**src/rtl/cu_pkg.sv**
```systemverilog
// rtl/cu_pkg.sv - shared opcodes, ALU codes, FSM states and instruction classes
// Purpose: single source of encodings for the control unit and its decoder.
// Ports: none (package).
package cu_pkg;

    localparam logic [4:0] OP_LD   = 5'b00000;
    localparam logic [4:0] OP_LDI  = 5'b00001;
    localparam logic [4:0] OP_ST   = 5'b00010;
    localparam logic [4:0] OP_ADD  = 5'b00011;
    localparam logic [4:0] OP_SUB  = 5'b00100;
    localparam logic [4:0] OP_AND  = 5'b00101;
    localparam logic [4:0] OP_OR   = 5'b00110;
    localparam logic [4:0] OP_ADDI = 5'b01100;
    localparam logic [4:0] OP_ANDI = 5'b01101;
    localparam logic [4:0] OP_ORI  = 5'b01110;
    localparam logic [4:0] OP_BR   = 5'b10010;
    localparam logic [4:0] OP_IN   = 5'b10110;
    localparam logic [4:0] OP_OUT  = 5'b10111;
    localparam logic [4:0] OP_NOP  = 5'b11000;
    localparam logic [4:0] OP_HALT = 5'b11001;

    localparam logic [3:0] ALU_AND = 4'd1;
    localparam logic [3:0] ALU_OR  = 4'd2;
    localparam logic [3:0] ALU_ADD = 4'd8;
    localparam logic [3:0] ALU_SUB = 4'd9;

    localparam logic [1:0] MDR_SRC_BUS = 2'b00;
    localparam logic [1:0] MDR_SRC_MEM = 2'b01;

    typedef enum logic [3:0] {
        ST_RST, ST_T0, ST_T1, ST_T2, ST_T3, ST_T4, ST_T5, ST_T6, ST_T7, ST_HALT
    } state_t;

    // Instructions grouped by the shape of their execute sequence.
    typedef enum logic [3:0] {
        CLS_NOP, CLS_REG, CLS_IMM, CLS_LD, CLS_ST, CLS_BR, CLS_HALT, CLS_IN, CLS_OUT
    } instr_class_t;

endpackage

```
**src/rtl/cu_decode.sv**
```systemverilog
// rtl/cu_decode.sv - combinational opcode to instruction-class / ALU-op decoder
// Purpose: classify IR[31:27] and pick the ALU operation used in T4.
// Ports: opcode (in, 5) ; instr_class (out, class enum) ; alu_op (out, 4).
// Optional feature: CU_IO_EN enables the in/out opcodes; otherwise they decode as nop.
module cu_decode
    import cu_pkg::*;
(
    input  logic [4:0]   opcode,
    output instr_class_t instr_class,
    output logic [3:0]   alu_op
);

    always_comb begin
        instr_class = CLS_NOP;
        alu_op      = ALU_ADD;
        case (opcode)
            OP_ADD:  instr_class = CLS_REG;
            OP_SUB:  begin instr_class = CLS_REG; alu_op = ALU_SUB; end
            OP_AND:  begin instr_class = CLS_REG; alu_op = ALU_AND; end
            OP_OR:   begin instr_class = CLS_REG; alu_op = ALU_OR;  end
            OP_ADDI: instr_class = CLS_IMM;
            OP_ANDI: begin instr_class = CLS_IMM; alu_op = ALU_AND; end
            OP_ORI:  begin instr_class = CLS_IMM; alu_op = ALU_OR;  end
            OP_LDI:  instr_class = CLS_IMM;
            OP_LD:   instr_class = CLS_LD;
            OP_ST:   instr_class = CLS_ST;
            OP_BR:   instr_class = CLS_BR;
            OP_HALT: instr_class = CLS_HALT;
`ifdef CU_IO_EN
            OP_IN:   instr_class = CLS_IN;
            OP_OUT:  instr_class = CLS_OUT;
`endif
            default: instr_class = CLS_NOP;
        endcase
    end

endmodule

```
**src/rtl/control_unit.sv**
```systemverilog
// rtl/control_unit.sv - Moore control sequencer for the fetch/execute datapath
// Purpose: steps RST -> T0..T7 -> T0/HALT and decodes datapath strobes from state and IR.
// Ports: clk, reset (sync, active-high), IR[31:0], Branch, stop (in);
//        PC/memory/register/select strobes, mdr_read[1:0], control[3:0],
//        InPortout, OutPortin, run (out).
// Optional feature: CU_IO_EN enables in/out instructions; otherwise the port strobes stay 0.
module control_unit
    import cu_pkg::*;
(
    input  logic        clk,
    input  logic        reset,
    input  logic [31:0] IR,
    input  logic        Branch,
    input  logic        stop,
    output logic        PCout,
    output logic        PCin,
    output logic        IncPc,
    output logic        MARin,
    output logic        MDRin,
    output logic        MDRout,
    output logic        read,
    output logic        write,
    output logic [1:0]  mdr_read,
    output logic        IRin,
    output logic        Yin,
    output logic        Zlowin,
    output logic        Zlowout,
    output logic        CONin,
    output logic        GRA,
    output logic        GRB,
    output logic        GRC,
    output logic        Rin,
    output logic        Rout,
    output logic        BAout,
    output logic        Cout,
    output logic [3:0]  control,
    output logic        InPortout,
    output logic        OutPortin,
    output logic        run
);

    state_t       state, next_state;
    instr_class_t instr_class;
    logic [3:0]   alu_op;
    logic         instr_done;

    // Operand fields (including C2) feed the datapath's select/encode logic, not this block.
    logic unused_ir_fields;
    assign unused_ir_fields = ^IR[26:0];

    cu_decode u_decode (
        .opcode      (IR[31:27]),
        .instr_class (instr_class),
        .alu_op      (alu_op)
    );

    always_ff @(posedge clk) begin
        if (reset) state <= ST_RST;
        else       state <= next_state;
    end

    always_comb begin
        next_state = state;
        instr_done = 1'b0;
        PCout = 1'b0; PCin = 1'b0; IncPc = 1'b0;
        MARin = 1'b0; MDRin = 1'b0; MDRout = 1'b0; read = 1'b0; write = 1'b0;
        mdr_read = MDR_SRC_BUS;
        IRin = 1'b0; Yin = 1'b0; Zlowin = 1'b0; Zlowout = 1'b0; CONin = 1'b0;
        GRA = 1'b0; GRB = 1'b0; GRC = 1'b0; Rin = 1'b0; Rout = 1'b0;
        BAout = 1'b0; Cout = 1'b0; control = 4'd0;
        InPortout = 1'b0; OutPortin = 1'b0;
        run = (state != ST_RST) && (state != ST_HALT);

        case (state)
            ST_RST: next_state = ST_T0;
            ST_T0: begin
                PCout = 1'b1; MARin = 1'b1; IncPc = 1'b1; Zlowin = 1'b1;
                next_state = ST_T1;
            end
            ST_T1: begin
                Zlowout = 1'b1; PCin = 1'b1; read = 1'b1;
                mdr_read = MDR_SRC_MEM; MDRin = 1'b1;
                next_state = ST_T2;
            end
            ST_T2: begin
                MDRout = 1'b1; IRin = 1'b1;
                case (instr_class)
                    CLS_NOP:  instr_done = 1'b1;
                    CLS_HALT: next_state = ST_HALT;
                    default:  next_state = ST_T3;
                endcase
            end
            ST_T3: begin
                next_state = ST_T4;
                case (instr_class)
                    CLS_REG: begin GRB = 1'b1; Rout = 1'b1; Yin = 1'b1; end
                    CLS_IMM, CLS_LD, CLS_ST: begin GRB = 1'b1; BAout = 1'b1; Yin = 1'b1; end
                    CLS_BR:  begin GRA = 1'b1; Rout = 1'b1; CONin = 1'b1; end
`ifdef CU_IO_EN
                    CLS_IN:  begin InPortout = 1'b1; GRA = 1'b1; Rin = 1'b1; instr_done = 1'b1; end
                    CLS_OUT: begin GRA = 1'b1; Rout = 1'b1; OutPortin = 1'b1; instr_done = 1'b1; end
`endif
                    default: instr_done = 1'b1;
                endcase
            end
            ST_T4: begin
                next_state = ST_T5;
                case (instr_class)
                    CLS_REG: begin GRC = 1'b1; Rout = 1'b1; control = alu_op; Zlowin = 1'b1; end
                    CLS_IMM, CLS_LD, CLS_ST: begin Cout = 1'b1; control = alu_op; Zlowin = 1'b1; end
                    CLS_BR:  begin PCout = 1'b1; Yin = 1'b1; end
                    default: instr_done = 1'b1;
                endcase
            end
            ST_T5: begin
                next_state = ST_T6;
                case (instr_class)
                    CLS_REG, CLS_IMM: begin Zlowout = 1'b1; GRA = 1'b1; Rin = 1'b1; instr_done = 1'b1; end
                    CLS_LD, CLS_ST:   begin Zlowout = 1'b1; MARin = 1'b1; end
                    CLS_BR:  begin Cout = 1'b1; control = ALU_ADD; Zlowin = 1'b1; end
                    default: instr_done = 1'b1;
                endcase
            end
            ST_T6: begin
                next_state = ST_T7;
                case (instr_class)
                    CLS_LD: begin read = 1'b1; mdr_read = MDR_SRC_MEM; MDRin = 1'b1; end
                    CLS_ST: begin GRA = 1'b1; Rout = 1'b1; mdr_read = MDR_SRC_BUS; MDRin = 1'b1; end
                    CLS_BR: begin
                        // Target only reaches the PC when the CON flip-flop says take it.
                        Zlowout = Branch; PCin = Branch; instr_done = 1'b1;
                    end
                    default: instr_done = 1'b1;
                endcase
            end
            ST_T7: begin
                instr_done = 1'b1;
                case (instr_class)
                    CLS_LD:  begin MDRout = 1'b1; GRA = 1'b1; Rin = 1'b1; end
                    CLS_ST:  write = 1'b1;
                    default: ;
                endcase
            end
            ST_HALT: next_state = ST_HALT;
            default: next_state = ST_RST;
        endcase

        // stop is only honoured at an instruction boundary.
        if (instr_done) next_state = stop ? ST_HALT : ST_T0;
    end

endmodule

```
**config.mk**
```make
export PLATFORM = sky130hd
export DESIGN_NAME = control_unit
export DESIGN_NICKNAME = d
export VERILOG_FILES = /design/src/rtl/cu_pkg.sv /design/src/rtl/cu_decode.sv /design/src/rtl/control_unit.sv
export SDC_FILE = /design/constraint.sdc
export NUM_CORES = 1
export LEC_CHECK = 0
export BUFFER_PORTS_ARGS = -buffer_cell sky130_fd_sc_hd__buf_2
export CORE_ASPECT_RATIO = 1.75
export CORE_UTILIZATION = 28
export CTS_BUF_LIST = sky130_fd_sc_hd__clkbuf_8
export CTS_CLUSTER_SIZE = 24
export DETAILED_ROUTE_END_ITERATION = 7
export SLEW_MARGIN = 20
export SYNTH_ARGS = -nofsm -noshare
export SYNTH_HDL_FRONTEND = slang
export SYNTH_SLANG_ARGS = --single-unit
```
**constraint.sdc**
```tcl
create_clock -name clk -period 2.5 [get_ports clk]
set_clock_uncertainty 0.1 [all_clocks]
set_input_delay 0.5 -clock clk [delete_from_list [all_inputs] [get_ports clk]]
set_output_delay 0.5 -clock clk [all_outputs]
set_load 0.005 [all_outputs]
```
==> results.cfg, run 1 <==
[worst_setup_path]
critical_path.startpoint = IR[31]
crit_path_max_fanout = 3
timing.critical_path.buf_inv = 3
crit_end = Rout
cp_slowest_stage_delay_ps = 390
r2r_start = state[0]$_SDFFE_PP0P_
worst_setup_path_start_kind = primary input
worst_path_dominant_cell_family = simple AND/OR/NAND/NOR gates
worstPathRequired_ps = 1900
rr_endpoint = state[0]$_SDFFE_PP0P_
timing.setup.critical_path_class = primary input to output pin
crit_path_end_kind = output pin
cp_num_cells = 7
r2r.worst_path.cells = 6
crit_path_top_delay_cell = or3_4
timing.reg2reg.setup_slack_ps = 540
timing.critical_path.cells = buf_2 > or3_4 > or3_4 > nor3_1 > buf_4 > or3_1 > buf_2
critPathArrivalTime_ps = 1830

[synth]
distinct_cell_type_count_after_synthesis = 41
synth_top_area_share = 0.104
synth.largest_area_cell = dfxtp_1
synth_common_cells = nor2_1, nand2_1, inv_1, or3_1, a21oi_1
synthTopCellsByArea = dfxtp_1, nor2_1, or3_1
post-synth-top-count-cell = nor2_1
yosys_register_bits = 4
ys.flop_type = dfxtp_1
synth.yosys.seq_area_share = 0.104
synth_enable_flop_cells = 0
yosys_warnings = 0
synth-async-reset-ratio = 0
synth_area_per_cell_um2 = 6.39
post_synth_design_cell_area_um2 = 767
synthesized_instance_count = 120

[clock_tree]
cts_buffer_depth = 2
cts-hold-fix-buffers = 0
clk-insertion-delay-late_ps = 220
post_cts.repair.setup_buffers = 0
number_of_levels_in_the_clock_h_tree = 1
cts_inserted_buffers = 3
cts_resized = 0
cts_num_sinks = 4
worst_setup_hold_path_clk_slew_ps = 30
tritoncts = built
cts_root_buf = clkbuf_8

[die]
die_width_um = 41.6
dieArea_um2 = 2960
floorplan.initialDensity = 0.300
fp.coreArea_um2 = 2550
die_height_um = 71.2
design.portCount = 65
std_cell_rows = 24

[sta]
setup-violations-final = 0
period_minus_ws_final_ps = 2430
timing_hold_violations_final = 0
post-route-period-util = 0.971
total_negative_slack_for_setup_checks_ps = 0
holdWs_ps = 401
final_max_slew_viols = 0
achievable-frequency_mhz = 412

[placed_design]
hpwl_um = 1860
port_buffers = 33
gp_congestion = 0.899

[route]
drc_viols = 0
wl_met1_um = 861
final_antenna_violating_net_count = 0
drt_iter0_drc = 21
first_pass_iters = 4
highest-signal-layer = met4
finalWirelength_um = 2310
wl_met3_um = 111
viasPerCell = 5.48
post_drt_wl_per_cell_um = 12.7
vias = 997
detailroute.wirelength.met2_um = 1260

[hold_path]
worst_hold_check_path_type = primary input to register
min_delay_startpoint = reset

[global_routing]
vias_in_the_first_global_route = 940
globalRoute.totalOverflow = 0
grt_max_degree = 17
grt_usage = 0.158
grt_first_pass_wirelength_um = 3840
grt_antenna_before_repair = 0

[layout]
fillers = 274
reg_with_most_ffs = state
biggest_regs = state (4)
antenna_cells_inserted = 0
layout-area-overhead-vs-synth_pct = 37.2
drive_gt1_frac = 0.417
finalNetCount = 194
largest_register_ff_count = 4

[power]
irDropWorstVdd_mv = 0.331
totalPowerFinal_uw = 689
power_density_nw_per_um2 = 655
static-leakage-power_nw = 0.496

[run]
timing.max_cap.violations = 0

[outcome]
status = complete, no violations
## layout make-up
| cell class | count | area [um2] | share of cell area |
|---|---|---|---|
| clock buffers | 3 | 41.3 | 0.0392 |
| inverters | 7 | 26.3 | 0.0250 |
| multi-input cells | 98 | 621 | 0.590 |
| flip-flops and latches | 4 | 83.8 | 0.0797 |
| well taps | 26 | 32.5 | 0.0309 |
| repair buffers | 44 | 248 | 0.235 |
## logic make-up (layout without fill, tap and decap cells)
group,after synthesis,count (layout),synth area share
multiplexers,1,1,0.0147
flip-flops,4,4,0.104
AO/OA/AOI/OAI,25,25,0.230
buffers and inverters,21,54,0.152
AND/OR/NAND/NOR,65,65,0.460
XOR/XNOR,3,3,0.0343
other,1,4,0.00489
## worst min-delay path by stage
stage / to / slack, ps / depth (start not counted)
5_1_grt: state[1]$_SDFFE_PP0P_ / 410 / 2
6_report: state[1]$_SDFFE_PP0P_ / 400 / 2
4_1_cts: state[2]$_SDFFE_PP0P_ / 410 / 2
3_5_place_dp: state[2]$_SDFFE_PP0P_ / 460 / 2
2_1_floorplan: state[2]$_SDFFE_PP0P_ / 440 / 2
3_3_place_gp: state[2]$_SDFFE_PP0P_ / 460 / 2
## where the power goes
part / switching (mW) / total (mW) / leakage [nW] / internal, mW
clock: 0.0316 / 0.134 / 0.0216 / 0.102
sequential: 0.0461 / 0.137 / 0.0339 / 0.0907
combinational: 0.217 / 0.418 / 0.441 / 0.201
## layout by cell type, fill, tap and decap left out, drive strengths merged, types with 3 or more instances in the layout
cell type | netlist | final
dfxtp | 4 | 4
nand2b | 4 | 4
conb | 1 | 4
and2 | 3 | 3
nor2 | 14 | 14
clkbuf | 3 | 3
buf | 11 | 44
nor4 | 4 | 4
or3 | 7 | 7
inv | 7 | 7
or2 | 4 | 4
nand3 | 3 | 3
a21oi | 7 | 7
o21ai | 5 | 5
nor2b | 3 | 3
nand2 | 11 | 11
nor3 | 5 | 5
## stage by stage
stage	setup slack [ps]	area [um2]	std cells	utilization
floorplan	144	778	123	-
global placement	20.3	968	179	0.379
detailed placement	31.8	968	179	0.379
CTS	7.88	1010	182	0.396
global route	-1.10	1050	182	0.412
finish	73.3	1050	182	0.412
## routing by layer
layer | up-vias | GRT usage
met5 | - | 0
met4 | 0 | 0.104
met3 | 9 | 0.00756
li1 | 488 | -
met1 | 456 | 0.169
met2 | 44 | 0.290
No activity file was read; power rests on OpenSTA's default activity.
==> run 2: changes to the inputs <==
Settings changed: CORE_MARGIN set to 2, SLEW_MARGIN 20 to not set.
==> results.cfg, run 2 (synthesized netlist as in run 1, its figures left out) <==
[sta]
achievable-frequency_mhz = 412
final.setup.worst_slack_ps = 70.7
period_minus_ws_final_ps = 2430
total_negative_slack_for_setup_checks_ps = 0
setup-violations-final = 0
post-route-period-util = 0.972
timing_hold_violations_final = 0
rsz0062_at_grt = false
holdWs_ps = 386
final_max_slew_viols = 0

[route]
drc_viols = 0
post_drt_wl_per_cell_um = 12.7
vias = 976
drt_iter0_drc = 15
first_pass_iters = 4
finalWirelength_um = 2360
viasPerCell = 5.25
final_antenna_violating_net_count = 0

[die]
die_width_um = 43.6
design.portCount = 65
floorplan.initialDensity = 0.288
dieArea_um2 = 3190
die_height_um = 73.2
fp.coreArea_um2 = 2660
std_cell_rows = 25

[placed_design]
gp_congestion = 0.848
number_of_placed_instances_with_taps_included = 183
placement.setup.worst_slack_ps = -34.3
hpwl_um = 1940
placement.cell_area_um2 = 992
port_buffers = 33

[global_routing]
globalRoute.totalOverflow = 0
grt_max_degree = 17
vias_in_the_first_global_route = 947
grt_antenna_before_repair = 0
grt_first_pass_wirelength_um = 4010
grt_usage = 0.160

[clock_tree]
tritoncts = built
number_of_levels_in_the_clock_h_tree = 1
cts_buffer_depth = 2
cts_num_sinks = 4
post_cts.repair.setup_buffers = 0
clk-insertion-delay-late_ps = 220
worst_setup_hold_path_clk_slew_ps = 30
cts_inserted_buffers = 3
cts_root_buf = clkbuf_8

[layout]
finalCoreUtilization = 0.408
fillers = 290
reg_with_most_ffs = state
stdcell_area_um2 = 1080
final_common_cell = buf_2
drive_gt1_frac = 0.421
antenna_cells_inserted = 0
finalNetCount = 197
largest_register_ff_count = 4
mostFrequentLayoutCells = buf_2, nor2_1, buf_4
layout-area-overhead-vs-synth_pct = 41.4
biggest_regs = state (4)
instances_no_fill = 186

[hold_path]
worst_hold_check_path_type = primary input to register
min_delay_startpoint = reset

[worst_setup_path]
critPathArrivalTime_ps = 1830
timing.setup.critical_path_class = primary input to output pin
worstPathRequired_ps = 1900
crit_path_end_kind = output pin
crit_path_max_fanout = 4
worst_setup_path_start_kind = primary input
critical_path.startpoint = IR[31]
r2r_start = state[0]$_SDFFE_PP0P_

[power]
irDropWorstVdd_mv = 0.424
totalPowerFinal_uw = 707
power_density_nw_per_um2 = 652
static-leakage-power_nw = 0.520

[outcome]
status = complete, no violations

[run]
timing.max_cap.violations = 0
## run 2: changes by cell type in the layout (fill, tap and decap cells not counted), sizes merged
cell,delta
buf,+3
## run 2: report_power, final
| group | switching (mW) | total, mW | internal [mW] |
|---|---|---|---|
| clock | 0.0332 | 0.136 | 0.103 |
| combinational | 0.228 | 0.438 | 0.210 |
| sequential | 0.0452 | 0.134 | 0.0886 |
## run 2: worst paths after layout
check,endpoint,slack [ps],cells past startpoint
setup / recovery,GRA,70,6
hold / removal,state[2]$_SDFFE_PP0P_,390,2
setup reg to reg,state[0]$_SDFFE_PP0P_,530,6
hold reg to reg,state[2]$_SDFFE_PP0P_,480,2
## run 2: timing repair
item | in CTS | in global routing
cloned | 0 | 0
pin swaps | 1 | 2
gates resized for setup | 4 | 8
hold buffers | 0 | 0
endpoints found under the setup margin | 3 | 6
## run 2: layer usage
metal	part of all wire	GRT usage
met1	0.37	0.168
met2	0.58	0.294
met3	0.044	0.0322
met4	0.011	0.0673
met5	0	0
## run 2: cell type report
type | instances | area [um2] | area share
Sequential cell | 4 | 82.6 | 0.0761
Inverter | 7 | 26.3 | 0.0242
Clock buffer | 3 | 41.3 | 0.0381
Timing Repair Buffer | 47 | 274 | 0.253
Tap cell | 27 | 33.8 | 0.0311
Multi-Input combinational cell | 98 | 627 | 0.578
## run 2: critical path, cell delays in order
cell and delay [ps]:
buf_2 100, or3_4 400, or4_4 500, o41ai_2 70, or3_1 150, buf_2 100
